<file path="src/rtl/sp_bram_arbiter.sv">
// Round-robin arbiter sharing one single-port, write-first block RAM between
// NUM_REQ requesters. Byte-masked writes become read-modify-write sequences,
// and the array is zero-filled after reset before any request is accepted.
module sp_bram_arbiter #(
  parameter int unsigned DATA_WIDTH = 32,
  parameter int unsigned NUM_SETS   = 1024,
  parameter int unsigned NUM_REQ    = 2,
  localparam int unsigned AW        = $clog2(NUM_SETS),
  localparam int unsigned BW        = DATA_WIDTH / 8,
  localparam int unsigned RRW       = $clog2(NUM_REQ)
) (
  input  logic                          clk,
  input  logic                          rst_ni,
  input  logic [NUM_REQ-1:0]            req_valid_i,
  output logic [NUM_REQ-1:0]            req_ready_o,
  input  logic [NUM_REQ-1:0]            req_we_i,
  input  logic [NUM_REQ*AW-1:0]         req_addr_i,
  input  logic [NUM_REQ*DATA_WIDTH-1:0] req_wdata_i,
  input  logic [NUM_REQ*BW-1:0]         req_wmask_i,
  output logic [NUM_REQ-1:0]            rsp_valid_o,
  output logic [DATA_WIDTH-1:0]         rsp_rdata_o,
  output logic                          init_done_o,
  output logic                          bram_en_o,
  output logic                          bram_we_o,
  output logic [AW-1:0]                 bram_addr_o,
  output logic [DATA_WIDTH-1:0]         bram_wdata_o,
  input  logic [DATA_WIDTH-1:0]         bram_rdata_i
);

  typedef enum logic [1:0] {StInit, StIdle, StRmwWr, StRsp} state_e;

  state_e                state_q, state_d;
  logic [AW-1:0]         cnt_q, cnt_d;
  logic [RRW-1:0]        rr_q, rr_d;
  logic [RRW-1:0]        owner_q, owner_d;
  logic [AW-1:0]         addr_q, addr_d;
  logic [DATA_WIDTH-1:0] wdata_q, wdata_d;
  logic [BW-1:0]         mask_q, mask_d;
  logic                  init_done_q, init_done_d;

  logic                  gnt_found;
  logic [RRW-1:0]        gnt_idx;
  logic                  sel_we;
  logic [AW-1:0]         sel_addr;
  logic [DATA_WIDTH-1:0] sel_wdata;
  logic [BW-1:0]         sel_mask;
  logic [DATA_WIDTH-1:0] merged;

  logic [NUM_REQ-1:0]    ready;
  logic [NUM_REQ-1:0]    rsp_valid;
  logic [DATA_WIDTH-1:0] rsp_rdata;
  logic                  ram_en;
  logic                  ram_we;

  // Round-robin search: first valid index at or above rr_q, wrapping.
  always_comb begin
    int unsigned cand;
    gnt_found = 1'b0;
    gnt_idx   = '0;
    cand      = 0;
    for (int unsigned i = 0; i < NUM_REQ; i++) begin
      cand = (32'(rr_q) + i) % NUM_REQ;
      for (int unsigned j = 0; j < NUM_REQ; j++) begin
        if (!gnt_found && (j == cand) && req_valid_i[j]) begin
          gnt_found = 1'b1;
          gnt_idx   = RRW'(j);
        end
      end
    end
  end

  // Mux the granted requester's payload.
  always_comb begin
    sel_we    = 1'b0;
    sel_addr  = '0;
    sel_wdata = '0;
    sel_mask  = '0;
    for (int unsigned j = 0; j < NUM_REQ; j++) begin
      if (gnt_idx == RRW'(j)) begin
        sel_we    = req_we_i[j];
        sel_addr  = req_addr_i[j*AW +: AW];
        sel_wdata = req_wdata_i[j*DATA_WIDTH +: DATA_WIDTH];
        sel_mask  = req_wmask_i[j*BW +: BW];
      end
    end
  end

  // Byte merge of the old RAM word with the latched write data.
  always_comb begin
    merged = bram_rdata_i;
    for (int unsigned k = 0; k < BW; k++) begin
      if (mask_q[k]) merged[k*8 +: 8] = wdata_q[k*8 +: 8];
    end
  end

  // Next-state and output logic of the controller FSM.
  always_comb begin
    state_d      = state_q;
    cnt_d        = cnt_q;
    rr_d         = rr_q;
    owner_d      = owner_q;
    addr_d       = addr_q;
    wdata_d      = wdata_q;
    mask_d       = mask_q;
    init_done_d  = init_done_q;
    ready        = '0;
    rsp_valid    = '0;
    rsp_rdata    = '0;
    ram_en       = 1'b0;
    ram_we       = 1'b0;
    bram_addr_o  = '0;
    bram_wdata_o = '0;
    unique case (state_q)
      StInit: begin
        ram_en      = 1'b1;
        ram_we      = 1'b1;
        bram_addr_o = cnt_q;
        cnt_d       = cnt_q + AW'(1);
        if (cnt_q == AW'(NUM_SETS - 1)) begin
          state_d     = StIdle;
          init_done_d = 1'b1;
        end
      end
      StIdle: begin
        if (gnt_found) begin
          for (int unsigned j = 0; j < NUM_REQ; j++) ready[j] = (gnt_idx == RRW'(j));
          ram_en      = 1'b1;
          bram_addr_o = sel_addr;
          owner_d     = gnt_idx;
          rr_d        = (gnt_idx == RRW'(NUM_REQ - 1)) ? '0 : gnt_idx + RRW'(1);
          if (sel_we && (&sel_mask)) begin
            ram_we       = 1'b1;
            bram_wdata_o = sel_wdata;
            state_d      = StRsp;
          end else if (sel_we) begin
            // Partial write: read the old word now, merge and write next cycle.
            addr_d  = sel_addr;
            wdata_d = sel_wdata;
            mask_d  = sel_mask;
            state_d = StRmwWr;
          end else begin
            state_d = StRsp;
          end
        end
      end
      StRmwWr: begin
        ram_en       = 1'b1;
        ram_we       = 1'b1;
        bram_addr_o  = addr_q;
        bram_wdata_o = merged;
        state_d      = StRsp;
      end
      StRsp: begin
        for (int unsigned j = 0; j < NUM_REQ; j++) rsp_valid[j] = (owner_q == RRW'(j));
        // Write-first RAM: this is the written word after a write.
        rsp_rdata = bram_rdata_i;
        state_d   = StIdle;
      end
      default: state_d = StInit;
    endcase
  end

  // Reset-held cycles must not touch the RAM or handshake with anyone.
  always_comb begin
    req_ready_o = ready & {NUM_REQ{rst_ni}};
    rsp_valid_o = rsp_valid & {NUM_REQ{rst_ni}};
    rsp_rdata_o = rsp_rdata & {DATA_WIDTH{rst_ni}};
    bram_en_o   = ram_en & rst_ni;
    bram_we_o   = ram_we & rst_ni;
    init_done_o = init_done_q;
  end

  // State registers with synchronous active-low reset.
  always_ff @(posedge clk) begin
    if (!rst_ni) begin
      state_q     <= StInit;
      cnt_q       <= '0;
      rr_q        <= '0;
      owner_q     <= '0;
      addr_q      <= '0;
      wdata_q     <= '0;
      mask_q      <= '0;
      init_done_q <= 1'b0;
    end else begin
      state_q     <= state_d;
      cnt_q       <= cnt_d;
      rr_q        <= rr_d;
      owner_q     <= owner_d;
      addr_q      <= addr_d;
      wdata_q     <= wdata_d;
      mask_q      <= mask_d;
      init_done_q <= init_done_d;
    end
  end

endmodule
</file>
<file path="config.mk">
export PLATFORM = sky130hd
export DESIGN_NAME = sp_bram_arbiter
export DESIGN_NICKNAME = d
export VERILOG_FILES = /design/src/rtl/sp_bram_arbiter.sv
export SDC_FILE = /design/constraint.sdc
export NUM_CORES = 1
export LEC_CHECK = 0
export BUFFER_PORTS_ARGS = -buffer_cell sky130_fd_sc_hd__clkbuf_2
export CAP_MARGIN = 0
export CORE_MARGIN = 8
export CORE_UTILIZATION = 43
export DETAILED_ROUTE_END_ITERATION = 16
export GPL_TIMING_DRIVEN = 1
export PLACE_DENSITY_LB_ADDON = 0.05
export RECOVER_POWER = 100
export SLEW_MARGIN = 20
export SYNTH_ARGS = -nofsm -noshare
export SYNTH_HDL_FRONTEND = slang
export SYNTH_SLANG_ARGS = --single-unit
</file>
<file path="constraint.sdc">
create_clock -name clk -period 2.6 [get_ports clk]
set_input_delay 0.78 -clock clk [delete_from_list [all_inputs] [get_ports clk]]
set_output_delay 0.78 -clock clk [all_outputs]
set_load 0.05 [all_outputs]
</file>
==> key figures, run 1 <==
Power and ir drop
  • Sw frac: 42.8%
  • Leak: between 3 and 4 nW
  • Combinational Power Share: 59.2%
  • Overall power: 5.01 mW
  • VDD IR max: 0.371 mV
  • Net Sw Power: 2.14 mW
  • Clock power share: about 17%
  • Reg power frac: 23.8%
  • Pwr dens: 540 mW/mm^2
  • Internal power: 2.86 mW

Yosys
  • Largest cells by area after synthesis: dfxtp_1, mux2i_1, o41a_1
  • Flops & latches, synth: between 60 and 70
  • Number of enable flip-flop cells after synthesis: 0
  • Count leader, synth: mux2i_1
  • Synth cell types: 45
  • Yosys top cell by area: dfxtp_1
  • Most common flop cell mapped by yosys: dfxtp_1
  • Synthesized area: 0.00437 mm^2
  • Synth top area share: approximately 28%
  • Share of synthesized flip-flops with an asynchronous set or reset: 0%
  • Synthesized Nets: 661
  • Synth cell count leaders: mux2i_1, dfxtp_1, and3_1
  • Yosys warns: 0
  • Post-Synthesis Cells: between 500 and 600
  • Register area share after synthesis: 27.9%
  • Mean Syn Cell Area: 8.32 um^2

Placement
  • Place WS: -0.409 ns
  • Final HPWL DP: 13.9 mm
  • GPL Wtd Cong: about 0.9
  • Port buffer count: 210

Floorplan
  • Die area: around 0.014 mm^2
  • Core area: 0.0101 mm^2
  • Die width: 117 um
  • Die Ht: approximately 120 um
  • Top Ports: 211
  • Standard-cell rows: 37
  • Starting Density: 43.3%

Worst setup path
  • Worst setup SP type: input pin
  • WP data arrival: 2.26 ns
  • Crit path max-delay family: buffers and inverters
  • CP required: 1.82 ns
  • Maximum fanout along the worst path: 7
  • Crit Path Category: in2out
  • Slowest CP cell: nor3_4
  • R2R depth: 8
  • CP cell instances: buf_6 -> nand4_1 -> nor3_4 -> o2111ai_4 -> buf_12 -> buf_12 -> o22ai_4 -> buf_12
  • Critical path's most frequent cell: buf_12
  • WP depth: 8
  • Slowest stage delay, CP: roughly 0.32 ns
  • CP Capture Type: output port
  • Buffers & Inverters on Critical Path: 4

STA
  • Tcrit/Tclk final: 117%
  • Max Clock Freq: between 300 and 400 MHz
  • Worst slew pin tran: 1.12 ns
  • Clock Skews: ~0.017 ns
  • Setup TNS: -16.44 ns
  • Period minus WS final: a little over 3 ns
  • Unrepaired setup endpoints after global routing: yes
  • Slew Limit Headroom: 25.2%
  • Setup ws final: -0.442 ns
  • Final setup vio count: 66
  • Slew Limit Fails: 0
  • Final Hold Violating Endpoints: 0

Global route
  • Largest net degree at the start of global routing: 47
  • First-pass GRT wire length: about 33 mm
  • Gr usage total: 31.6%
  • Total congestion overflow: 0
  • Initial antenna violation count: 1
  • Vias in the first global route: around 6,300

Cells and area
  • Filler cell count in the final layout: around 360
  • Share of layout cells above drive strength 1: 57.0%
  • Area growth, synth to finish: 112%
  • Finished Core Util: 91.9%
  • NumNets Final: 952

Detailed routing
  • Routed len/inst: 29.4 um
  • Pre-antenna DRT Iters: 6
  • Post-route ant nets: 0
  • Number of DRC markers in iteration 0: 710
  • Via count: 6,527
  • Post-DR vias/cell: 6.82
  • Routed wire length: about 28 mm
  • DRC: 0

Clock network
  • Worst-Skew Late Latency: roughly 0.35 ns
  • Reg clk slew, reported paths: 0.08 ns
  • Clk buf depth: 2
  • Clock root buffer: clkbuf_8
  • Total CTS buffers: 9
  • TritonCTS clock tree: done
  • Clock Sinks: 61
  • H-tree depth: 3

Flow run
  • Maximum Capacitance Violations: 0

Worst hold path
  • Min-Delay Path Class: reg2reg
  • Min-Delay Path Depth: 2

Status
  • Status: finished with violations
  • Failing checks: setup timing
-- flip-flops by register name, indices dropped and copies added, names as in the netlist --
signal / cells
wdata_q: 32
addr_q: 10
owner_q: 1
rr_q: 1
init_done_o: 1
mask_q: 4
cnt_q: 10
state_q: 2
-- worst register-to-register path: stages (launching register included) --
cell,delay (ns)
dfxtp_1,0.36
nand2b_4,0.18
buf_6,0.14
buf_4,0.14
a32oi_2,0.25
buf_12,0.28
nor4_4,0.51
buf_4,0.34
a211oi_1,0.15
-- final cells by class --
| cell class | count | area [um^2] | area share, % |
|---|---|---|---|
| Antenna cell | 1 | 2.50 | 0.0270 |
| Clock buffer | 10 | 128 | 1.38 |
| Clock inverter | 5 | 52.6 | 0.566 |
| Inverter | 39 | 146 | 1.58 |
| Multi-Input combinational cell | 368 | 3950 | 42.6 |
| Sequential cell | 61 | 1220 | 13.2 |
| Tap cell | 136 | 170 | 1.83 |
| Timing Repair Buffer | 337 | 3610 | 38.9 |
-- logic make-up (layout without fill, tap and decap cells) --
family	count (synthesis)	after routing	synth area share (%)
AO/OA/AOI/OAI	177	177	30.5
XOR/XNOR	7	7	1.40
adder cells (fa/ha/maj)	6	6	1.72
buffers and inverters	96	391	8.82
flip-flops	61	61	27.9
multiplexers	69	69	15.8
other	0	1	0
AND/OR/NAND/NOR	109	109	13.8
-- power groups by stage --
| stage | clock [mW] | combinational [mW] | sequential, mW |
|---|---|---|---|
| final | 0.850 | 2.96 | 1.19 |
| after global routing | 0.873 | 3.05 | 1.20 |
| after CTS | 0.824 | 2.57 | 1.16 |
| after detailed placement | 0 | 2.22 | 1.18 |
| after global placement | 0 | 2.15 | 1.17 |
| after floorplan | 0 | 1.33 | 1.15 |
-- cell usage in the layout (no fill, tap or decap), drive strengths merged, types with 2 or more instances in the layout --
| cell type | count |
|---|---|
| a21oi | 18 |
| or3 | 2 |
| nand2b | 2 |
| and2 | 2 |
| o22ai | 42 |
| inv | 39 |
| dfxtp | 61 |
| and3 | 50 |
| o21ai | 18 |
| ha | 6 |
| mux2i | 69 |
| o211a | 2 |
| o41a | 32 |
| nand2 | 24 |
| nor3 | 2 |
| clkinv | 3 |
| xor2 | 6 |
| and4 | 3 |
| a22oi | 10 |
| nor2 | 13 |
| a21boi | 14 |
| buf | 204 |
| nand3 | 5 |
| nand4 | 3 |
| clkbuf | 143 |
| a211oi | 32 |
-- metal layers --
layer	wire (um)	up-vias	track usage, %	part of all wire, %
li1	-	2580	-	-
met1	9080	3066	33.3	32
met2	13200	651	57.5	47
met3	3370	230	7.80	12
met4	2480	0	15.7	8.8
met5	0	-	0	0
-- worst paths after layout --
kind,from,endpoint,slack [ns]
setup / recovery,req_wmask_i[4],bram_wdata_o[20],-0.44
hold reg to reg,addr_q[6],addr_q[6],0.49
setup reg to reg,rr_q,wdata_q[9],0.07
hold / removal,addr_q[6],addr_q[6],0.49
-- stage by stage --
step,std cells,area [um^2],hold slack [ns]
2_1_floorplan,525,5080,0.446
3_5_place_dp,906,8000,0.465
6_report,957,9280,0.490
5_1_grt,957,9280,0.507
4_1_cts,942,8910,0.476
3_3_place_gp,906,8000,0.452
-- what timing repair did --
| item | 4_1_cts | 5_1_grt |
|---|---|---|
| gates resized for setup | 114 | 42 |
| gates cloned | 4 | 5 |
| hold buffers | 0 | 0 |
| pin swaps | 21 | 31 |
| endpoints found under the setup margin | 51 | 53 |
| setup buffers | 23 | 17 |
(Power assumes the default switching activity.)
==> inputs of run 2 (changes only) <==
--- a/config.mk
+++ b/config.mk
@@ -13,6 +13,7 @@
 export GPL_TIMING_DRIVEN = 1
 export PLACE_DENSITY_LB_ADDON = 0.05
 export RECOVER_POWER = 100
+export SETUP_SLACK_MARGIN = 0.3
 export SLEW_MARGIN = 20
 export SYNTH_ARGS = -nofsm -noshare
 export SYNTH_HDL_FRONTEND = slang
==> run 2 against run 1 <==
The flow still finishes with violations (setup timing). Worst setup slack gained 0.038 ns. Global-route usage shrank 1.4 points. Total power shrank 4.1%. Sequential share of layout area grew 0.15 points. Register-to-register slack lost 0.02 ns. Die area is the same. Utilization shrank 0.40 points. Clock skew shrank 0.0044 ns. Clock power shrank 13%. Highest routed layer unchanged. Combinational power shrank 4%.
==> key figures, run 2 (synthesized netlist as in run 1, its figures left out) <==
Detailed routing
  • DRC: 0
  • Post-route ant nets: 0
  • Number of DRC markers in iteration 0: 511
  • Routed len/inst: 25.9 um
  • Pre-antenna DRT Iters: 5
  • Post-DR vias/cell: 6.44
  • Via count: slightly above 6,000
  • Routed wire length: ~25 mm

Worst setup path
  • Crit Path Category: in2out
  • Maximum fanout along the worst path: 9
  • CP Capture Type: output port
  • Critical path origin: req_wmask_i[3]
  • FF-to-FF setup slack: 0.05 ns
  • Worst setup SP type: input pin
  • Reg-to-Reg Start: rr_q
  • WP data arrival: 2.22 ns
  • CP required: 1.82 ns

Power and ir drop
  • Leak: about 3.7 nW
  • Reg power frac: 25.4%
  • VDD IR max: 0.374 mV
  • Internal power: around 2.8 mW
  • Overall power: roughly 4.8 mW
  • Combinational Power Share: 59.2%
  • Net Sw Power: 2.03 mW
  • Sw frac: 42.3%
  • Clock power share: 15.3%
  • Pwr dens: 520 mW/mm^2

STA
  • Clock Skews: 0.0124 ns
  • Worst slew pin tran: roughly 1.1 ns
  • Max Clock Freq: 333 MHz
  • Unrepaired setup endpoints after global routing: yes
  • Final setup vio count: slightly below 90
  • Setup ws final: -0.404 ns
  • Tcrit/Tclk final: 116%
  • Fin Hold WS: 0.508 ns
  • Slew Limit Fails: 0
  • Final Hold Violating Endpoints: 0
  • Setup TNS: -18.99 ns
  • Period minus WS final: 3.00 ns
  • Slew Limit Headroom: 29.3%

Placement
  • Dpl cells: 900
  • Port buffer count: 210
  • GPL Wtd Cong: 0.853
  • Final HPWL DP: 14.3 mm

Status
  • Failing checks: setup timing
  • Status: finished with violations

Global route
  • Largest net degree at the start of global routing: 47
  • Initial antenna violation count: 0
  • Gr usage total: between 30% and 40%
  • First-pass GRT wire length: 32.3 mm
  • Total congestion overflow: 0
  • Vias in the first global route: 6,323

Clock network
  • Total CTS buffers: 9
  • Clock root buffer: clkbuf_8
  • H-tree depth: 3
  • Clock Sinks: 61
  • Clk buf depth: 2
  • Reg clk slew, reported paths: ~0.06 ns
  • Worst-Skew Late Latency: around 0.34 ns
  • TritonCTS clock tree: done

Cells and area
  • Max FFs per register: 32
  • Share of layout cells above drive strength 1: 60.1%
  • Commonest non-fill, non-tap cell in the layout: clkbuf_2
  • Most frequent cells in the layout: clkbuf_2, buf_12, buf_4, dfxtp_1, mux2i_1
  • Area growth, synth to finish: 111%
  • NumNets Final: 942
  • Largest reg by FF count: wdata_q
  • Antenna cell count: 0
  • Non-Filler Instances: ~950
  • Finished Core Util: just over 90%
  • Regs by FF count: wdata_q x32, addr_q x10, cnt_q x10

Floorplan
  • Core area: 0.0101 mm^2
  • Die Ht: 117 um
  • Die width: 117 um
  • Die area: 0.0136 mm^2
  • Starting Density: a little over two fifths
  • Standard-cell rows: 37
  • Top Ports: 211

Worst hold path
  • Min-Delay Path Class: reg2reg
  • Min-delay src: addr_q[2]

Flow run
  • Maximum Capacitance Violations: 0
[run 2: cell count changes in the layout (fill, tap and decap cells not counted), moves of 9 or more]
cell / change
a22oi_1: -9
a22oi_2: +9
and3_1: -25
and3_2: +20
buf_4: -14
buf_6: +9
mux2i_1: +9
mux2i_4: -12
[run 2: power by group through the flow]
stage | Clock (mW) | Combinational [mW] | Sequential (mW)
final | 0.736 | 2.84 | 1.22
after global routing | 0.768 | 2.95 | 1.23
after CTS | 0.706 | 2.58 | 1.19
after detailed placement | 0 | 2.27 | 1.20
after global placement | 0 | 2.21 | 1.19
after floorplan | 0 | 1.46 | 1.15
[run 2: layout make-up]
| class | count | area [um^2] |
|---|---|---|
| clock inverter | 5 | 28.8 |
| multi-input combinational | 368 | 3970 |
| clock buffer | 10 | 128 |
| fill | 379 | 855 |
| tap | 136 | 170 |
| timing repair buffer | 327 | 3560 |
| inverter | 39 | 149 |
| sequential | 61 | 1230 |
[run 2: final timing paths]
kind                            to  cells past startpoint
hold / removal           addr_q[2]                      2
hold reg to reg          addr_q[2]                      2
setup / recovery  bram_wdata_o[22]                      8
setup reg to reg       wdata_q[16]                      8
[run 2: critical path: stages]
cell	delay, ns
buf_6	0.07
nand4_1	0.25
a21oi_4	0.25
o2111ai_4	0.18
buf_12	0.19
buf_12	0.16
o22ai_4	0.18
buf_12	0.16
[run 2: through the flow]
stage	setup slack [ns]	cell area, um^2
after floorplan	-0.233	5380
after global placement	-0.352	8210
after detailed placement	-0.443	8210
after CTS	-0.325	8900
after global routing	-0.446	9240
final	-0.404	9240
[run 2: layer usage]
layer	vias to the layer above	part of all wire [%]	track usage [%]	wire (um)
li1	2568	-	-	-
met1	2987	35	31.8	8530
met2	427	51	56.0	12400
met3	110	8.9	7.18	2180
met4	0	5.5	13.1	1350
met5	-	0	0	0
[run 2: what timing repair did]
action,4_1_cts,5_1_grt
gates cloned,3,5
pin swaps,25,15
setup buffers,14,9
hold buffers,0,0
resized for setup,77,41
endpoints found under the setup margin,80,78
==> inputs of run 3 (changes only) <==
--- a/config.mk
+++ b/config.mk
@@ -11,6 +11,7 @@
 export CORE_UTILIZATION = 43
 export DETAILED_ROUTE_END_ITERATION = 16
 export GPL_TIMING_DRIVEN = 1
+export MAX_ROUTING_LAYER = met4
 export PLACE_DENSITY_LB_ADDON = 0.05
 export RECOVER_POWER = 100
 export SETUP_SLACK_MARGIN = 0.3
==> run 3 against run 2 <==
The flow now stops in global routing. Area after synthesis unchanged. Synthesized cell count is the same.
==> key figures, run 3 <==
Status
  • Status: aborted with a tool error
  • Last stage: global routing
  • Error message: [ERROR GRT-0232] Routing congestion too high. Check the congestion heatmap in the GUI.

Yosys
  • Synth top area share: 27.9%
  • Mean Syn Cell Area: 8.32 um^2
  • Synthesized area: about 0.0044 mm^2
  • Yosys top cell by area: dfxtp_1
  • Synthesized Nets: 661
  • Synth cell types: between 40 and 50
  • Most common flop cell mapped by yosys: dfxtp_1
  • Yosys warns: 0
  • Count leader, synth: mux2i_1
  • Synth cell count leaders: mux2i_1, dfxtp_1, and3_1
  • Largest cells by area after synthesis: dfxtp_1, mux2i_1, o41a_1
  • Number of enable flip-flop cells after synthesis: 0
  • Post-Synthesis Cells: 525
  • Flops & latches, synth: 61
  • Register area share after synthesis: 27.9%
  • Share of synthesized flip-flops with an asynchronous set or reset: 0%

Global route
  • Largest net degree at the start of global routing: 47
  • Total congestion overflow: 6
  • Gr usage total: 66.0%
  • Initial antenna violation count: 5

Placement
  • Final HPWL DP: between 10 and 15 mm
  • Port buffer count: 210
  • GPL Wtd Cong: 0.902
  • Dpl cells: 901

Clock network
  • Clock root buffer: clkbuf_8
  • Hold-fix buffers, CTS: 0
  • Clk buf depth: 2
  • Total CTS buffers: 9
  • H-tree depth: 3
  • Clock Sinks: 61

Floorplan
  • Standard-cell rows: 37
  • Top Ports: 211
  • Die Ht: 117 um
  • Die width: 117 um
  • Starting Density: 43.3%

STA
  • GRT worst endpoint: bram_wdata_o[16]
  • Type of pin the worst path ends at: primary output
run 3: per-stage QoR:
step,cell area [um^2],setup WS (ns),utilization (%)
floorplan,5380,-0.233,-
global placement,8220,-0.355,81.5
detailed placement,8220,-0.425,81.5
CTS,9450,-0.332,93.6
run 3: what timing repair did:
action | CTS
hold endpoints to repair | 0
pin swaps | 30
resized for setup | 141
buffers inserted | 19
cloned | 9
setup endpoints to repair | 80
run 3: cell families after synthesis:
logic type               synth area share [%]
AO/OA/AOI/OAI                            30.5
flip-flops                               27.9
multiplexers                             15.8
buffers and inverters                    8.82
AND/OR/NAND/NOR                          13.8
XOR/XNOR                                 1.40
adder cells (fa/ha/maj)                  1.72
run 3: layer usage:
layer / GRT usage [%] / overflow
met1: 61.7 / 1
met2: 82.8 / 3
met3: 51.2 / 0
met4: 64.9 / 2
met5: - / -
==> inputs of run 4 (changes only) <==
--- a/config.mk
+++ b/config.mk
@@ -8,13 +8,11 @@
 export BUFFER_PORTS_ARGS = -buffer_cell sky130_fd_sc_hd__clkbuf_2
 export CAP_MARGIN = 0
 export CORE_MARGIN = 8
-export CORE_UTILIZATION = 43
+export CORE_UTILIZATION = 30
 export DETAILED_ROUTE_END_ITERATION = 16
 export GPL_TIMING_DRIVEN = 1
-export MAX_ROUTING_LAYER = met4
-export PLACE_DENSITY_LB_ADDON = 0.05
+export PLACE_DENSITY_LB_ADDON = 0.15
 export RECOVER_POWER = 100
-export SETUP_SLACK_MARGIN = 0.3
 export SLEW_MARGIN = 20
 export SYNTH_ARGS = -nofsm -noshare
 export SYNTH_HDL_FRONTEND = slang
==> constraint.sdc (replaced) <==
create_clock -name clk -period 3.38 [get_ports clk]
set_input_delay 1.014 -clock clk [delete_from_list [all_inputs] [get_ports clk]]
set_output_delay 1.014 -clock clk [all_outputs]
set_load 0.05 [all_outputs]
==> run 4 against run 3 <==
The flow now finishes, with violations (setup timing).
==> key figures, run 4 (synthesized netlist as in run 1, its figures left out) <==
Cells and area
  • Max FFs per register: 32
  • NumNets Final: 891
  • Post-route cell area: around 0.0076 mm^2
  • Largest reg by FF count: wdata_q
  • Regs by FF count: wdata_q x32, addr_q x10, cnt_q x10
  • Filler cell count in the final layout: approximately 1,300
  • Finished Core Util: 53.0%
  • Antenna cell count: 0
  • Most frequent cells in the layout: clkbuf_2, mux2i_1, dfxtp_1, buf_12, and3_1
  • Share of layout cells above drive strength 1: 45.8%
  • Area growth, synth to finish: 74.2%
  • Commonest non-fill, non-tap cell in the layout: clkbuf_2

STA
  • Fin Hold WS: around 0.47 ns
  • Period minus WS final: 3.41 ns
  • Clock Skews: slightly below 0.006 ns
  • Max Clock Freq: 293 MHz
  • Setup TNS: -0.0935 ns
  • Tcrit/Tclk final: 101%
  • Final setup vio count: 8
  • Final Hold Violating Endpoints: 0
  • Setup ws final: -0.0333 ns
  • Slew Limit Headroom: ~33%
  • Worst slew pin tran: roughly 1.0 ns
  • Unrepaired setup endpoints after global routing: yes
  • Slew Limit Fails: 0

Clock network
  • Reg clk slew, reported paths: 0.06 ns
  • Total CTS buffers: 9
  • Clock Sinks: 61
  • TritonCTS clock tree: done
  • Worst-Skew Late Latency: roughly 0.32 ns
  • Hold-fix buffers, CTS: 0
  • H-tree depth: 3
  • Clock root buffer: clkbuf_16
  • Clk buf depth: 2

Worst setup path
  • Critical path origin: req_wmask_i[7]
  • Worst setup SP type: input pin
  • Reg-to-Reg Start: rr_q
  • Crit Path Category: in2out
  • Maximum fanout along the worst path: 8
  • CP required: 2.37 ns
  • CP Capture Type: output port
  • WP data arrival: roughly 2.4 ns

Floorplan
  • Starting Density: 30.4%
  • Die Ht: 137 um
  • Die width: 137 um
  • Die area: 0.0187 mm^2
  • Standard-cell rows: 44
  • Core area: between 0.01 and 0.015 mm^2
  • Top Ports: 211

Status
  • Failing checks: setup timing
  • Status: finished with violations

Detailed routing
  • Post-route ant nets: 0
  • Routed len/inst: 18.8 um
  • Pre-antenna DRT Iters: 4
  • Post-DR vias/cell: 5.31
  • Number of DRC markers in iteration 0: 223
  • DRC: 0
  • Routed wire length: approximately 18 mm
  • Via count: 5,008

Placement
  • GPL Wtd Cong: 0.821
  • Post-DP Area: a little over 0.007 mm^2
  • Port buffer count: between 200 and 250
  • Final HPWL DP: 13.5 mm

Global route
  • Initial antenna violation count: 0
  • Total congestion overflow: 0
  • Vias in the first global route: 5,354
  • Gr usage total: 18.6%
  • First-pass GRT wire length: 27.6 mm
  • Largest net degree at the start of global routing: 47

Worst hold path
  • Min-delay src: addr_q[0]
  • Min-Delay Path Class: reg2reg

Power and ir drop
  • Pwr dens: 441 mW/mm^2
  • Leak: 3.19 nW
  • VDD IR max: 0.262 mV
  • Overall power: 3.36 mW

Flow run
  • Maximum Capacitance Violations: 0
run 4: layout make-up:
cell class / instances / area (um^2) / share of cell area, %
multi-input cells: 368 / 3320 / 43.6
repair buffers: 276 / 2390 / 31.4
flip-flops and latches: 61 / 1220 / 16.0
clock buffers: 10 / 239 / 3.14
well taps: 184 / 230 / 3.02
inverters: 39 / 146 / 1.92
clock inverters: 6 / 62.6 / 0.822
run 4: layer usage:
layer,GRT usage [%],wire (um),vias to the layer above
met4,5.37,214,0
li1,-,-,2465
met3,4.07,1060,13
met5,0,0,-
met1,22.9,7880,2339
met2,31.7,8620,191
run 4: power by group:
part | internal (mW) | total (mW) | switching, mW
clock | 0.588 | 0.929 | 0.341
combinational | 0.676 | 1.51 | 0.836
sequential | 0.822 | 0.916 | 0.0932
run 4: final timing paths:
check | to | slack, ns | depth (start not counted)
setup / recovery | bram_wdata_o[21] | -0.03 | 8
hold / removal | addr_q[0] | 0.47 | 2
setup reg to reg | wdata_q[20] | 0.44 | 9
hold reg to reg | addr_q[0] | 0.47 | 2
run 4: repair_timing:
action	4_1_cts	5_1_grt
setup endpoints to repair	35	43
buffers inserted	4	5
pin swaps	9	4
gates resized for setup	19	16
cloned	0	1
run 4: per-stage QoR:
| stage | std cells | worst slack (ns) |
|---|---|---|
| global route | 944 | -0.108 |
| detailed placement | 918 | -0.221 |
| floorplan | 525 | -0.240 |
| finish | 944 | -0.0333 |
| CTS | 938 | -0.0783 |
| global placement | 918 | -0.166 |
run 4: critical path: stages:
cell and delay (ns):
buf_6 0.07, nand4_1 0.18, nor3_4 0.26, o2111ai_4 0.17, buf_12 0.20, buf_12 0.15
o22ai_4 0.19, buf_12 0.16
